$ cat config.mk
export PLATFORM = sky130hd
export DESIGN_NAME = prog_mem_loader_flat
export DESIGN_NICKNAME = d
export VERILOG_FILES = /design/src/rtl/relprime_pkg.sv /design/src/rtl/prog_mem_loader_if.sv /design/src/rtl/prog_mem_loader.sv /design/src/flat_wrapper.sv
export SDC_FILE = /design/constraint.sdc
export NUM_CORES = 1
export LEC_CHECK = 0
export CAP_MARGIN = 40
export CELL_PAD_IN_SITES_DETAIL_PLACEMENT = 2
export CELL_PAD_IN_SITES_GLOBAL_PLACEMENT = 2
export CORE_MARGIN = 1.5
export CORE_UTILIZATION = 24
export CTS_CLUSTER_SIZE = 25
export DETAILED_ROUTE_END_ITERATION = 8
export GPL_TIMING_DRIVEN = 0
export HOLD_SLACK_MARGIN = 0.08
export PLACE_DENSITY_LB_ADDON = 0.25
export SYNTH_ARGS = -nofsm -noshare
export SYNTH_HDL_FRONTEND = slang
export SYNTH_SLANG_ARGS = --single-unit
$ cat constraint.sdc
create_clock -name CLK -period 6.5 [get_ports CLK]
set_input_delay 1.95 -clock CLK [delete_from_list [all_inputs] [get_ports CLK]]
set_output_delay 1.95 -clock CLK [all_outputs]
set_load 0.02 [all_outputs]
$ cat src/rtl/relprime_pkg.sv
// Shared definitions for the relPrime core and its program-memory loader.
// Pure constants and types; no logic.
// Word width is fixed by the 16-bit ISA.
package relprime_pkg;

    localparam int WORD_W = 16;

    localparam logic [2:0] ST_IDLE = 3'd0;
    localparam logic [2:0] ST_HDR_A = 3'd1;
    localparam logic [2:0] ST_HDR_L = 3'd2;
    localparam logic [2:0] ST_DATA = 3'd3;
    localparam logic [2:0] ST_CHK = 3'd4;
    localparam logic [2:0] ST_DONE = 3'd5;
    localparam logic [2:0] ST_ERR = 3'd6;

    typedef enum logic [2:0] {
        IDLE  = ST_IDLE,
        HDR_A = ST_HDR_A,
        HDR_L = ST_HDR_L,
        DATA  = ST_DATA,
        CHK   = ST_CHK,
        DONE  = ST_DONE,
        ERR   = ST_ERR
    } state_t;

endpackage

$ cat src/rtl/prog_mem_loader_if.sv
// Stream-in, memory-write and status signals of the program loader.
// master = stimulus/board side, slave = loader.
// Backpressure: in_valid/in_ready handshake on the stream side only.
interface prog_mem_loader_if #(
    parameter int ADDR_W = 10,
    parameter int DATA_W = 16
);
    logic              start;
    logic              in_valid;
    logic [DATA_W-1:0] in_data;
    logic              in_ready;
    logic              mem_we;
    logic [ADDR_W-1:0] mem_addr;
    logic [DATA_W-1:0] mem_wdata;
    logic              cpu_hold;
    logic              done;
    logic              error;

    modport master (
        output start, in_valid, in_data,
        input  in_ready, mem_we, mem_addr, mem_wdata, cpu_hold, done, error
    );

    modport slave (
        input  start, in_valid, in_data,
        output in_ready, mem_we, mem_addr, mem_wdata, cpu_hold, done, error
    );
endinterface

$ cat src/rtl/prog_mem_loader.sv
// Loads BASE/LEN/data/CSUM word stream into program memory, holding the core in reset.
// Latency: memory write issued one cycle after each accepted data word.
// Backpressure: in_ready only in header/data/checksum states; in_valid low stalls with no effect.
module prog_mem_loader
    import relprime_pkg::*;
#(
    parameter int ADDR_W = 10,
    parameter int DATA_W = WORD_W
) (
    input  logic               CLK,
    input  logic               RST,
    prog_mem_loader_if.slave   bus
);

    state_t            state, state_nx;
    logic [ADDR_W-1:0] addr, addr_nx;
    logic [DATA_W-1:0] cnt, cnt_nx;
    logic [DATA_W-1:0] sum, sum_nx;
    logic              hs;
    logic              wr_nx;

    assign hs = bus.in_valid & bus.in_ready;

    always_comb begin
        state_nx = state;
        addr_nx  = addr;
        cnt_nx   = cnt;
        sum_nx   = sum;
        wr_nx    = 1'b0;
        case (state)
            IDLE: begin
                if (bus.start) state_nx = HDR_A;
            end
            HDR_A: begin
                if (hs) begin
                    addr_nx  = bus.in_data[ADDR_W-1:0];
                    state_nx = HDR_L;
                end
            end
            HDR_L: begin
                if (hs) begin
                    cnt_nx   = bus.in_data;
                    sum_nx   = '0;
                    state_nx = (bus.in_data == '0) ? CHK : DATA;
                end
            end
            DATA: begin
                if (hs) begin
                    wr_nx   = 1'b1;
                    addr_nx = addr + ADDR_W'(1);
                    sum_nx  = sum + bus.in_data;
                    cnt_nx  = cnt - DATA_W'(1);
                    if (cnt == DATA_W'(1)) state_nx = CHK;
                end
            end
            CHK: begin
                if (hs) state_nx = (bus.in_data == sum) ? DONE : ERR;
            end
            DONE, ERR: begin
                if (bus.start) state_nx = HDR_A;
            end
            default: state_nx = IDLE;
        endcase
    end

    always_ff @(posedge CLK or posedge RST) begin
        if (RST) begin
            state <= IDLE;
            addr  <= '0;
            cnt   <= '0;
            sum   <= '0;
        end else begin
            state <= state_nx;
            addr  <= addr_nx;
            cnt   <= cnt_nx;
            sum   <= sum_nx;
        end
    end

    // Outputs decode the next state so cpu_hold drops on the same edge done rises.
    always_ff @(posedge CLK or posedge RST) begin
        if (RST) begin
            bus.in_ready  <= 1'b0;
            bus.mem_we    <= 1'b0;
            bus.mem_addr  <= '0;
            bus.mem_wdata <= '0;
            bus.cpu_hold  <= 1'b1;
            bus.done      <= 1'b0;
            bus.error     <= 1'b0;
        end else begin
            bus.in_ready <= (state_nx == HDR_A) || (state_nx == HDR_L) ||
                            (state_nx == DATA)  || (state_nx == CHK);
            bus.mem_we   <= wr_nx;
            if (wr_nx) begin
                bus.mem_addr  <= addr;
                bus.mem_wdata <= bus.in_data;
            end
            bus.cpu_hold <= (state_nx != DONE);
            bus.done     <= (state_nx == DONE);
            bus.error    <= (state_nx == ERR);
        end
    end

endmodule
$ cat src/flat_wrapper.sv
// flat-port wrapper written by rule: the top's interface ports become plain ports
module prog_mem_loader_flat import relprime_pkg::*;
#(
    parameter int ADDR_W = 10,
    parameter int DATA_W = WORD_W
)
  (CLK, RST, bus_start, bus_in_valid, bus_in_data, bus_in_ready, bus_mem_we, bus_mem_addr, bus_mem_wdata, bus_cpu_hold, bus_done, bus_error);
  prog_mem_loader_if #(.ADDR_W(ADDR_W), .DATA_W(DATA_W)) bus_i ();
  input  logic CLK;
  input  logic RST;
  input wire logic [$bits(bus_i.start)-1:0] bus_start;
  input wire logic [$bits(bus_i.in_valid)-1:0] bus_in_valid;
  input wire logic [$bits(bus_i.in_data)-1:0] bus_in_data;
  output wire logic [$bits(bus_i.in_ready)-1:0] bus_in_ready;
  output wire logic [$bits(bus_i.mem_we)-1:0] bus_mem_we;
  output wire logic [$bits(bus_i.mem_addr)-1:0] bus_mem_addr;
  output wire logic [$bits(bus_i.mem_wdata)-1:0] bus_mem_wdata;
  output wire logic [$bits(bus_i.cpu_hold)-1:0] bus_cpu_hold;
  output wire logic [$bits(bus_i.done)-1:0] bus_done;
  output wire logic [$bits(bus_i.error)-1:0] bus_error;
  assign bus_i.start = bus_start;
  assign bus_i.in_valid = bus_in_valid;
  assign bus_i.in_data = bus_in_data;
  assign bus_in_ready = bus_i.in_ready;
  assign bus_mem_we = bus_i.mem_we;
  assign bus_mem_addr = bus_i.mem_addr;
  assign bus_mem_wdata = bus_i.mem_wdata;
  assign bus_cpu_hold = bus_i.cpu_hold;
  assign bus_done = bus_i.done;
  assign bus_error = bus_i.error;
  prog_mem_loader #(.ADDR_W(ADDR_W), .DATA_W(DATA_W)) u_core (.CLK(CLK), .RST(RST), .bus(bus_i));
endmodule
=== Word-level counts from Yosys, hierarchy flattened ===
Cells that the tools add are included.

* Add/sub/neg operators: 3
* Eq/ne operators: 18
* Multiplexer cells: 20
* Bitwise logic cells: 1
* Reductions and logical operators: 10

{| class="wikitable"
|+ Operator list
! cell !! count
|-
| 16-bit two-way mux || 4
|-
| 16-bit case mux with 2 select lines || 2
|-
| 3-bit two-way mux || 7
|-
| 10-bit two-way mux || 2
|-
| 10-bit case mux with 2 select lines || 1
|-
| 3-bit equality test, second input constant || 6
|-
| 16-bit adder || 1
|-
| 16-bit by 1-bit equality test with 1-bit output, second input constant || 1
|-
| 16-bit equality test || 1
|-
| 16-bit logical NOT || 1
|-
| 16-bit by 1-bit subtractor with 16-bit output, second input constant || 1
|-
| 3-bit case mux with 5 select lines || 1
|-
| 3-bit by 2-bit equality test with 1-bit output, second input constant || 4
|-
| 10-bit by 1-bit adder with 10-bit output, second input constant || 1
|-
| 3-bit by 1-bit equality test with 1-bit output, second input constant || 2
|-
| 2-bit by 1-bit != test with 1-bit output, second input constant || 3
|-
| 3-bit AND reduction || 2
|-
| 2-bit nonzero test || 2
|-
| 3-bit logical NOT || 1
|-
| 1-bit logical OR || 3
|-
| 3-bit != test, second input constant || 1
|-
| 3-bit OR reduction || 1
|-
| 1-bit two-way mux || 2
|-
| 2-bit two-way mux || 1
|-
| 1-bit bitwise AND || 1
|}

* Bits in registers: 76
* Input bits: 20
* Output and inout port bits: 31
* Logic and storage cells: 63

=== Logic depth before layout (Yosys ltp) ===
Gate-level depths: netlist of run 1.

* Depth after elaboration: 8
* Depth in mapped cells: 9

=== Least setup slack after synthesis of run 1 ===
Ideal clock, no wire load.

* Kind: input port to flip-flop
* Start: input port bus_in_data[0]
* End: register u_core.sum[14]
* Library setup time: 0.126 ns
* Data arrival time: 3.885 ns
* Data required time: 6.374 ns
* Path slack: 2.489 ns
* Cell stages on the path: 9
* Path buffers: 0
* Cells stage by stage: ha_1 -> fa_1 -> a21oi_1 -> o21ai_1 -> a2111oi_0 -> o21bai_1 -> o31ai_1 -> mux2i_1 -> nand2_1

* Longest elaborated chain between the ends: 3

{| class="wikitable"
|+ RTL lines
! item !! RTL line !! text
|-
| start, declared || flat_wrapper.sv:13 || <nowiki>input wire logic [$bits(bus_i.in_data)-1:0] bus_in_data;</nowiki>
|-
| 16-bit adder || prog_mem_loader.sv:51 || <nowiki>sum_nx = sum + bus.in_data;</nowiki>
|-
| 16-bit two-way mux || prog_mem_loader.sv:48 || <nowiki>if (hs) begin</nowiki>
|-
| 16-bit case mux with 2 select lines || prog_mem_loader.sv:30 || <nowiki>case (state)</nowiki>
|-
| end signal, assigned || prog_mem_loader.sv:76 || <nowiki>sum <= sum_nx;</nowiki>
|-
| end, declared || prog_mem_loader.sv:18 || <nowiki>logic [DATA_W-1:0] sum, sum_nx;</nowiki>
|}

No other way between the ends. The select of a mux whose other input is x is not followed.
A chain may end at the register's enable or synchronous reset.

=== Final worst setup path of run 1 ===
Same ends and word-level chain as after synthesis.

==> run summary, run 1 <==
Post-layout nets: 565
CTS tree: yes
RSZ-0062 raised after global routing: no
Vias/cell: 5.08
maximum VDD drop: 0.174 mV
EDFF count, synth: 0
average wire per standard cell: 20.2 um
DPL Wire Length: 11.2 mm
CP Max Fanout: 5
Max-Cap Viols: 0
Clock Sinks: 76
die height: 136 um
Setup Viol. Count Final: 0
Hold EP: u_core.cnt[10]
Core Util, Final: 0.311
register area share after synthesis: 0.446
die area: 0.0186 mm2
Synth Flop Type: dfrtp_1
total iterations of the first detailed-routing run: 4
Setup TNS: 0 ns
Sw Pwr: 1.18 mW
row count: 48
clock network fraction of total power: 0.197
Post-synth ARST share: 1.00
post-synth top area share: 0.440
switching fraction of total power: 0.428
routability cong.: 0.835
Register Area: 0.00190 mm2
multi-input logic area: 0.00221 mm2
status: completed
global routing usage on met3: 0.0242
hold buffer count at cts: 0
Crit. End Element: flip-flop
vias post-DR: 3838
Final Max Tran Viols: 0
# resized after CTS: 0
Worst EP required: 6.73 ns
worst hold start: u_core.cnt[10]
max_slew headroom: 0.526
Syn Std Cell Area: 0.00427 mm2
io pins: 51
fin crit share: 0.748
core footprint: 0.0174 mm2
f_max: 206 MHz
DRC viols: 0
Least-Margin Pin Slew: 0.711 ns
Syn. warnings: 0
count leader, synth: dfrtp_1
clock slew at reported path FFs: 0.06 ns
flops & latches, synth: 76
Post-synth top cells: 75 x dfrtp_1, 49 x nand2_1, 48 x a21oi_1, 39 x o21ai_0, 35 x nor2_1
root buffer cell: clkbuf_16
kind of critical path: in2reg
Hold Violations, Final: 0
worst r2r path cells: 9
Power Dens Cells: 511 mW/mm2
Antenna diodes: 0
DRT antenna net count: 0
Layout Area Growth over Synthesis: 26.4%
CTS Buf Count: 9
Port Buffers: 50
Placement Cell Area: 0.00508 mm2
Synth cell types: 52
Pleak: 2.20 nW
vias in the first global route: 4183
reg2reg start: u_core.sum[0]
# Post-CTS Setup Buffers: 0
Synth area leader: dfrtp_1
FF-to-FF End: u_core.sum[14]
total grt overflow: 0
share of post-route cells with drive strength above 1: 0.0942
sequential share of power: 0.314
largest cells by area after synthesis: dfrtp_1 44%, mux2_2 6.3%, a21oi_1 5.6%
post-route cell area: 0.00539 mm2
Post-Syn Nets: 503
reg2reg setup slack: 3.51 ns
Post-Layout Cell Count: 756
first-pass GRT wire length: 23.9 mm
Tightest Hold Check Type: reg2reg
antenna violations before repair: 0
pin count of the biggest net entering global routing: 60
Fin Hold WS: 0.483 ns
worst-skew pair later-pin latency: 0.35 ns
Syn Inst Count: 464
Arr. time, crit path: 5.09 ns
Initial Util: 0.246
Avg Inst Size Synth: 9.20 um2
Setup crit start kind: primary input
min Tclk post-route: 4.86 ns
H-tree levels: 3
Setup crit start: bus_in_data[0]
Int Power: 1.58 mW
met2 usage: 0.296
DR iter-0 viols: 129
Gate power share: 0.490
maximum buffer depth of the clock tree: 2
hold path depth: 2
GR met1 Demand/Resource: 0.224
Clock Skew: 0.00901 ns
drt total wl: 15.3 mm
GRT busiest layer: met2
Total GRT Usage: 0.174
Placed Cells: 740
Die Span X: 136 um
Filler Cells Inserted: 1922
-- worst max-delay path by stage --
stage | end | slack [ns] | cells after the start
floorplan | u_core.sum[14] | 2.49 | 9
global placement | u_core.bus.done | 0.95 | 2
detailed placement | u_core.sum[14] | 1.22 | 10
CTS | u_core.sum[14] | 1.59 | 10
global route | u_core.sum[14] | 1.47 | 10
finish | u_core.sum[14] | 1.64 | 10
-- registers in the layout, indices dropped and copies added, names as in the netlist --
| signal | flops |
|---|---|
| u_core.addr | 10 |
| u_core.bus.error | 1 |
| u_core.bus.done | 1 |
| u_core.bus.in_ready | 1 |
| u_core.state | 3 |
| u_core.bus.mem_we | 1 |
| u_core.bus.mem_addr | 10 |
| u_core.sum | 16 |
| u_core.bus.cpu_hold | 1 |
| u_core.bus.mem_wdata | 16 |
| u_core.cnt | 16 |
-- layout make-up --
cell class              count  area share
plain buffers              24      0.0174
clock buffers              13      0.0501
clock inverters             3     0.00812
inverters                  17      0.0123
multi-input cells         347       0.409
flip-flops and latches     76       0.353
well taps                 225      0.0522
repair buffers             51      0.0979
-- placed cells by master (no fill, tap or decap), types with 5 or more instances in the layout --
cell,instances
dfrtp_1,75
clkdlybuf4s50_1,50
nand2_1,49
a21oi_1,48
o21ai_0,39
nor2_1,35
mux2_2,24
ha_1,18
clkbuf_1,17
nand3_1,16
inv_1,15
xnor2_1,10
nor3_1,10
nor4_1,10
clkbuf_16,9
o31ai_1,6
o21ai_1,5
buf_1,5
a31oi_1,5
o22ai_1,5
nor3b_1,5
-- power by group through the flow --
stage	logic [mW]	registers, mW	clock network [mW]
after floorplan	0.777	0.929	0
after global placement	1.32	0.854	0
after detailed placement	1.36	0.873	0
after CTS	1.37	0.867	0.558
after global routing	1.49	0.895	0.571
final	1.35	0.864	0.542
-- through the flow --
| stage | setup slack [ns] | total power [mW] |
|---|---|---|
| 6_report | 1.64 | 2.76 |
| 5_1_grt | 1.47 | 2.96 |
| 4_1_cts | 1.59 | 2.80 |
| 3_5_place_dp | 1.22 | 2.23 |
| 3_3_place_gp | 0.949 | 2.17 |
| 2_1_floorplan | 2.49 | 1.71 |
-- cell families after synthesis --
| group | share of synthesized area |
|---|---|
| and+or+nand+nor | 0.170 |
| adders and majority gates | 0.0575 |
| buffers and inverters | 0.0369 |
| DFF | 0.446 |
| AOI/OAI and AO/OA | 0.196 |
| xor gates and xnor gates | 0.0287 |
| muxes | 0.0657 |
-- critical path, stage by stage --
cell and delay (ns):
clkdlybuf4s50_1 0.56, ha_1 0.31, fa_1 0.41, a21oi_1 0.23, o21ai_1 0.12, a2111oi_0 0.54
o21bai_1 0.24, o31ai_1 0.43, mux2i_1 0.23, nand2_1 0.06
-- routing by layer --
layer	wire length (um)	up-vias
li1	-	1807
met2	7560	59
met3	506	14
met1	6980	1958
met4	245	0
met5	0	-
No activity file was read; power rests on OpenSTA's default activity.
==> run 2, diff against run 1 <==
Clock period 6.5 ns to 4.35 ns, I/O delays scaled along.
==> run 2 against run 1 <==
  * Setup slack worse by 1.4 ns
  * Wire length barely moved
  * Highest routed layer unchanged
  * Critical path type unchanged
  * Clock skew hardly changed
==> run summary, run 2 (synthesis gave the netlist of run 1 again) <==
H-tree levels: 3 (unchanged)
vias post-DR: 3839 (+0.026%)
io pins: 51 (unchanged)
Vias/cell: 5.08 (about the same)
first-pass GRT wire length: 23.9 mm (unchanged)
Setup crit start kind: primary input
Final Max Tran Viols: 0 (unchanged)
DRT antenna net count: 0 (unchanged)
# Post-CTS Setup Buffers: 0 (unchanged)
largest registers: u_core.bus.mem_wdata (16), u_core.cnt (16), u_core.sum (16)
total power: 4.12 mW (+50%)
worst r2r path cells: 9 (unchanged)
average wire per standard cell: 20.2 um (about the same)
DRC viols: 0 (unchanged)
CP max stage cell: clkdlybuf4s50_1
Post-layout nets: 565 (unchanged)
Setup crit start: bus_in_data[0]
Least-Margin Pin Slew: 0.711 ns (+0.000000656 ns)
share of post-route cells with drive strength above 1: 0.0942 (unchanged)
die area: 0.0186 mm2 (unchanged)
DR iter-0 viols: 129 (unchanged)
FF-to-FF End: u_core.sum[14]
CTS Buf Count: 9 (unchanged)
status: completed
core footprint: 0.0174 mm2 (unchanged)
total iterations of the first detailed-routing run: 4 (unchanged)
root buffer cell: clkbuf_16
Hold Violations, Final: 0 (unchanged)
Worst EP required: 4.58 ns (-2.15 ns)
worst hold start: u_core.cnt[10]
Worst Setup EP: u_core.sum[14]
Layout Area Growth over Synthesis: 26.4% (about the same)
CP Cell Sequence: clkdlybuf4s50_1 > ha_1 > fa_1 > a21oi_1 > o21ai_1 > a2111oi_1 > o21bai_1 > o31ai_1 > mux2i_1 > nand2_1
fin crit share: 0.954
Crit. End Element: flip-flop
total grt overflow: 0 (unchanged)
Max-Cap Viols: 0 (unchanged)
Die Span X: 136 um (unchanged)
Pleak: 2.20 nW (about the same)
f_max: 241 MHz
Power Dens Cells: 764 mW/mm2 (+49%)
Clock Sinks: 76 (unchanged)
row count: 48 (unchanged)
Initial Util: 0.246 (unchanged)
Setup Viol. Count Final: 0 (unchanged)
Total GRT Usage: 0.174 (unchanged)
drt total wl: 15.3 mm (about the same)
vias in the first global route: 4183 (unchanged)
crit-path max cell delay: 0.56 ns (about the same)
antenna violations before repair: 0 (unchanged)
Filler Cells Inserted: 1921 (-0.052%)
Antenna diodes: 0 (unchanged)
maximum buffer depth of the clock tree: 2 (unchanged)
worst-skew pair later-pin latency: 0.35 ns (about the same)
maximum VDD drop: 0.261 mV (+49%)
RSZ-0062 raised after global routing: no
die height: 136 um (unchanged)
Tightest Hold Check Type: reg2reg
reg2reg start: u_core.sum[0]
most frequent cells in the layout: 75 x dfrtp_1, 50 x clkdlybuf4s50_1, 49 x nand2_1, 48 x a21oi_1, 39 x o21ai_0
Clock Skew: 0.00898 ns (-0.0000309 ns)
clock slew at reported path FFs: 0.06 ns (about the same)
DPL Wire Length: 11.2 mm (unchanged)
Core Util, Final: 0.311 (about the same)
CP Max Fanout: 5 (unchanged)
pin count of the biggest net entering global routing: 60 (unchanged)
Arr. time, crit path: 4.38 ns (-0.71 ns)
Port Buffers: 50 (unchanged)
routability cong.: 0.835 (unchanged)
kind of critical path: in2reg
reg2reg setup slack: 1.42 ns (-2.09 ns)
CTS tree: yes
max_slew headroom: 0.526 (about the same)
min Tclk post-route: 4.15 ns
most common cell after layout, fill and taps aside: dfrtp_1
run 2: area by class of cell:
type | instances | area (um2) | share of cell area
sequential | 76 | 1900 | 0.353
tap | 225 | 282 | 0.0522
clock inverter | 3 | 43.8 | 0.00812
timing repair buffer | 51 | 528 | 0.0979
inverter | 17 | 66.3 | 0.0123
buffer | 24 | 93.8 | 0.0174
multi-input combinational | 347 | 2210 | 0.409
clock buffer | 13 | 270 | 0.0501
run 2: how the worst min path moves through the flow:
| stage | to | slack (ns) | cells past startpoint |
|---|---|---|---|
| 2_1_floorplan | u_core.cnt[10] | 0.44 | 2 |
| 3_3_place_gp | u_core.sum[0] | 0.46 | 2 |
| 3_5_place_dp | u_core.sum[0] | 0.47 | 2 |
| 4_1_cts | u_core.cnt[10] | 0.49 | 2 |
| 5_1_grt | u_core.sum[0] | 0.52 | 2 |
| 6_report | u_core.cnt[10] | 0.48 | 2 |
run 2: per-layer routing:
metal,vias to the layer above,track usage,wire length [um]
met5,-,0,0
met4,0,0.0621,245
li1,1808,-,-
met3,14,0.0242,506
met1,1958,0.224,6980
met2,59,0.296,7560
run 2: repair_timing:
action | in CTS | in global routing
resized for setup | 0 | 1
setup endpoints to repair | 0 | 1
hold buffers | 0 | 0
run 2: worst max-delay path: cells and delay by family:
kind | cells | cell delay (ns)
AO/OA/AOI/OAI | 5 | 1.50
multiplexers | 1 | 0.23
buffers and inverters | 1 | 0.56
AND/OR/NAND/NOR | 1 | 0.06
adder cells (fa/ha/maj) | 2 | 0.72
run 2: report_power, final:
group / switching [mW] / leakage [nW] / internal [mW]
registers: 0.258 / 0.907 / 1.03
logic: 1.19 / 1.14 / 0.832
clock network: 0.318 / 0.156 / 0.492
run 2: through the flow:
| stage | cells | TNS (ns) | hold WS [ns] | setup slack [ns] | cell area [um2] |
|---|---|---|---|---|---|
| 4_1_cts | 756 | 0 | 0.491 | 0.0818 | 5390 |
| 6_report | 756 | 0 | 0.483 | 0.199 | 5390 |
| 5_1_grt | 756 | 0 | 0.523 | 0.0467 | 5390 |
| 3_5_place_dp | 740 | -0.322 | 0.472 | -0.287 | 5080 |
| 3_3_place_gp | 739 | -41.68 | 0.459 | -0.556 | 5050 |
| 2_1_floorplan | 464 | 0 | 0.441 | 0.984 | 4270 |
==> run 3, diff against run 2 <==
Settings changed: MAX_ROUTING_LAYER from default to met4.
==> run 3 against run 2 <==
  * Clock skew rose by 0.00063 ns
  * Count of clock-buffer cells in the layout did not move
  * First-iteration DRC count rose by 10%
  * Critical endpoint unchanged
  * Clock power barely moved
  * Worst hold slack barely moved
  * Register-to-register slack barely moved
==> run summary, run 3 (synthesis gave the netlist of run 1 again) <==
total iterations of the first detailed-routing run: 4 (unchanged)
Sw Pwr: 1.76 mW (-0.17%)
core footprint: 0.0174 mm2 (unchanged)
Placement Cell Area: 0.00508 mm2 (unchanged)
die height: 136 um (unchanged)
drt total wl: 15.3 mm (+0.25%)
H-tree levels: 3 (unchanged)
RSZ-0062 raised after global routing: no
Worst EP required: 4.58 ns (about the same)
Setup TNS: 0 ns (unchanged)
Hold Violations, Final: 0 (unchanged)
Die Span X: 136 um (unchanged)
worst-skew pair later-pin latency: 0.35 ns (about the same)
Initial Util: 0.246 (unchanged)
Tightest Hold Check Type: reg2reg
post-route cell area: 0.00539 mm2 (unchanged)
DPL Wire Length: 11.2 mm (unchanged)
fin crit share: 0.956 (+0.00163)
sequential share of power: 0.313 (about the same)
io pins: 51 (unchanged)
Layout Area Growth over Synthesis: 26.4% (unchanged)
CP max stage cell: clkdlybuf4s50_1
total grt overflow: 0 (unchanged)
crit-path max cell delay: 0.56 ns (about the same)
Least-Margin Pin Slew: 0.698 ns (-0.0131 ns)
clock network fraction of total power: 0.196 (about the same)
Power Dens Cells: 763 mW/mm2 (about the same)
maximum buffer depth of the clock tree: 2 (unchanged)
vias post-DR: 3847 (+0.21%)
most common cell after layout, fill and taps aside: dfrtp_1
average wire per standard cell: 20.3 um (+0.25%)
switching fraction of total power: 0.428 (about the same)
Crit. End Element: flip-flop
Int Power: 2.36 mW (about the same)
Max-Cap Viols: 0 (unchanged)
kind of critical path: in2reg
CTS tree: yes
Antenna diodes: 0 (unchanged)
routability cong.: 0.848 (+1.5%)
DR iter-0 viols: 142 (+10%)
vias in the first global route: 4172 (-0.26%)
f_max: 241 MHz (-0.17%)
CP Cell Sequence: clkdlybuf4s50_1 > ha_1 > fa_1 > a21oi_1 > o21ai_1 > a2111oi_1 > o21bai_1 > o31ai_1 > mux2i_1 > nand2_1
Port Buffers: 50 (unchanged)
largest registers: u_core.bus.mem_wdata (16), u_core.cnt (16), u_core.sum (16)
total power: 4.12 mW (about the same)
DRT antenna net count: 0 (unchanged)
Pleak: 2.20 nW (unchanged)
Total GRT Usage: 0.179 (+0.00526)
max_slew headroom: 0.535 (+0.00875)
Filler Cells Inserted: 1921 (unchanged)
Setup crit start kind: primary input
share of post-route cells with drive strength above 1: 0.0942 (unchanged)
Final Max Tran Viols: 0 (unchanged)
min Tclk post-route: 4.16 ns (+0.00708 ns)
most frequent cells in the layout: 75 x dfrtp_1, 50 x clkdlybuf4s50_1, 49 x nand2_1, 48 x a21oi_1, 39 x o21ai_0
maximum VDD drop: 0.261 mV (+0.15%)
clock slew at reported path FFs: 0.06 ns (about the same)
pin count of the biggest net entering global routing: 60 (unchanged)
status: completed
Arr. time, crit path: 4.38 ns (about the same)
Gate power share: 0.491 (about the same)
Setup Viol. Count Final: 0 (unchanged)
hold buffer count at cts: 0 (unchanged)
CTS Buf Count: 9 (unchanged)
root buffer cell: clkbuf_16
DRC viols: 0 (unchanged)
first-pass GRT wire length: 23.9 mm (about the same)
row count: 48 (unchanged)
antenna violations before repair: 0 (unchanged)
Clock Skew: 0.00961 ns (+0.000626 ns)
die area: 0.0186 mm2 (unchanged)
CP Max Fanout: 5 (unchanged)
Post-layout nets: 565 (unchanged)
Clock Sinks: 76 (unchanged)
Vias/cell: 5.09 (+0.21%)
run 3: cell counts in the layout (fill, tap and decap cells not counted):
Identical to the previous run, type by type.
run 3: cell type report:
class	count	area, um2	share of cell area
plain buffers	24	93.8	0.0174
clock inverters	3	43.8	0.00812
repair buffers	51	528	0.0979
inverters	17	66.3	0.0123
flip-flops and latches	76	1900	0.353
clock buffers	13	270	0.0501
well taps	225	282	0.0522
multi-input cells	347	2210	0.409
run 3: power groups by stage:
stage | Combinational, mW | Clock (mW) | Sequential (mW)
2_1_floorplan | 1.16 | 0 | 1.39
4_1_cts | 2.05 | 0.834 | 1.30
5_1_grt | 2.23 | 0.857 | 1.34
3_5_place_dp | 2.03 | 0 | 1.30
6_report | 2.02 | 0.807 | 1.29
3_3_place_gp | 1.96 | 0 | 1.28
run 3: per-stage QoR:
stage | setup slack [ns] | hold WS (ns) | utilization | std cells
finish | 0.192 | 0.483 | 0.311 | 756
detailed placement | -0.287 | 0.472 | 0.293 | 740
floorplan | 0.984 | 0.441 | - | 464
global placement | -0.556 | 0.459 | 0.291 | 739
global route | 0.0467 | 0.523 | 0.311 | 756
CTS | 0.0818 | 0.491 | 0.311 | 756
run 3: layer usage:
layer / GRT usage / wire length [um] / up-vias
met5: - / 0 / -
met4: 0.0621 / 243 / 0
met3: 0.0242 / 569 / 14
met2: 0.295 / 7530 / 67
met1: 0.225 / 6980 / 1959
li1: - / - / 1807
run 3: worst max-delay path, delay by kind of cell:
kind	cells	cell delay [ns]
AOI/OAI and AO/OA	5	1.51
and+or+nand+nor	1	0.06
adders and majority gates	2	0.72
muxes	1	0.23
buffers and inverters	1	0.56
run 3: worst paths after layout:
check                                from                 endpoint  slack [ns]  cells after the start
min reg2reg                 u_core.sum[0]            u_core.sum[0]        0.48                      2
max                        bus_in_data[0]           u_core.sum[14]        0.19                     10
max reg2reg                 u_core.sum[0]           u_core.sum[14]        1.42                      9
min in group asynchronous             RST  u_core.bus.mem_wdata[4]        1.26                      2
min                         u_core.sum[0]            u_core.sum[0]        0.48                      2
max in group asynchronous             RST      u_core.bus.cpu_hold        2.43                      3
run 3: what timing repair did:
item	in CTS	in global routing
buffers inserted	0	0
endpoints found under the setup margin	0	1
gates resized for setup	0	1
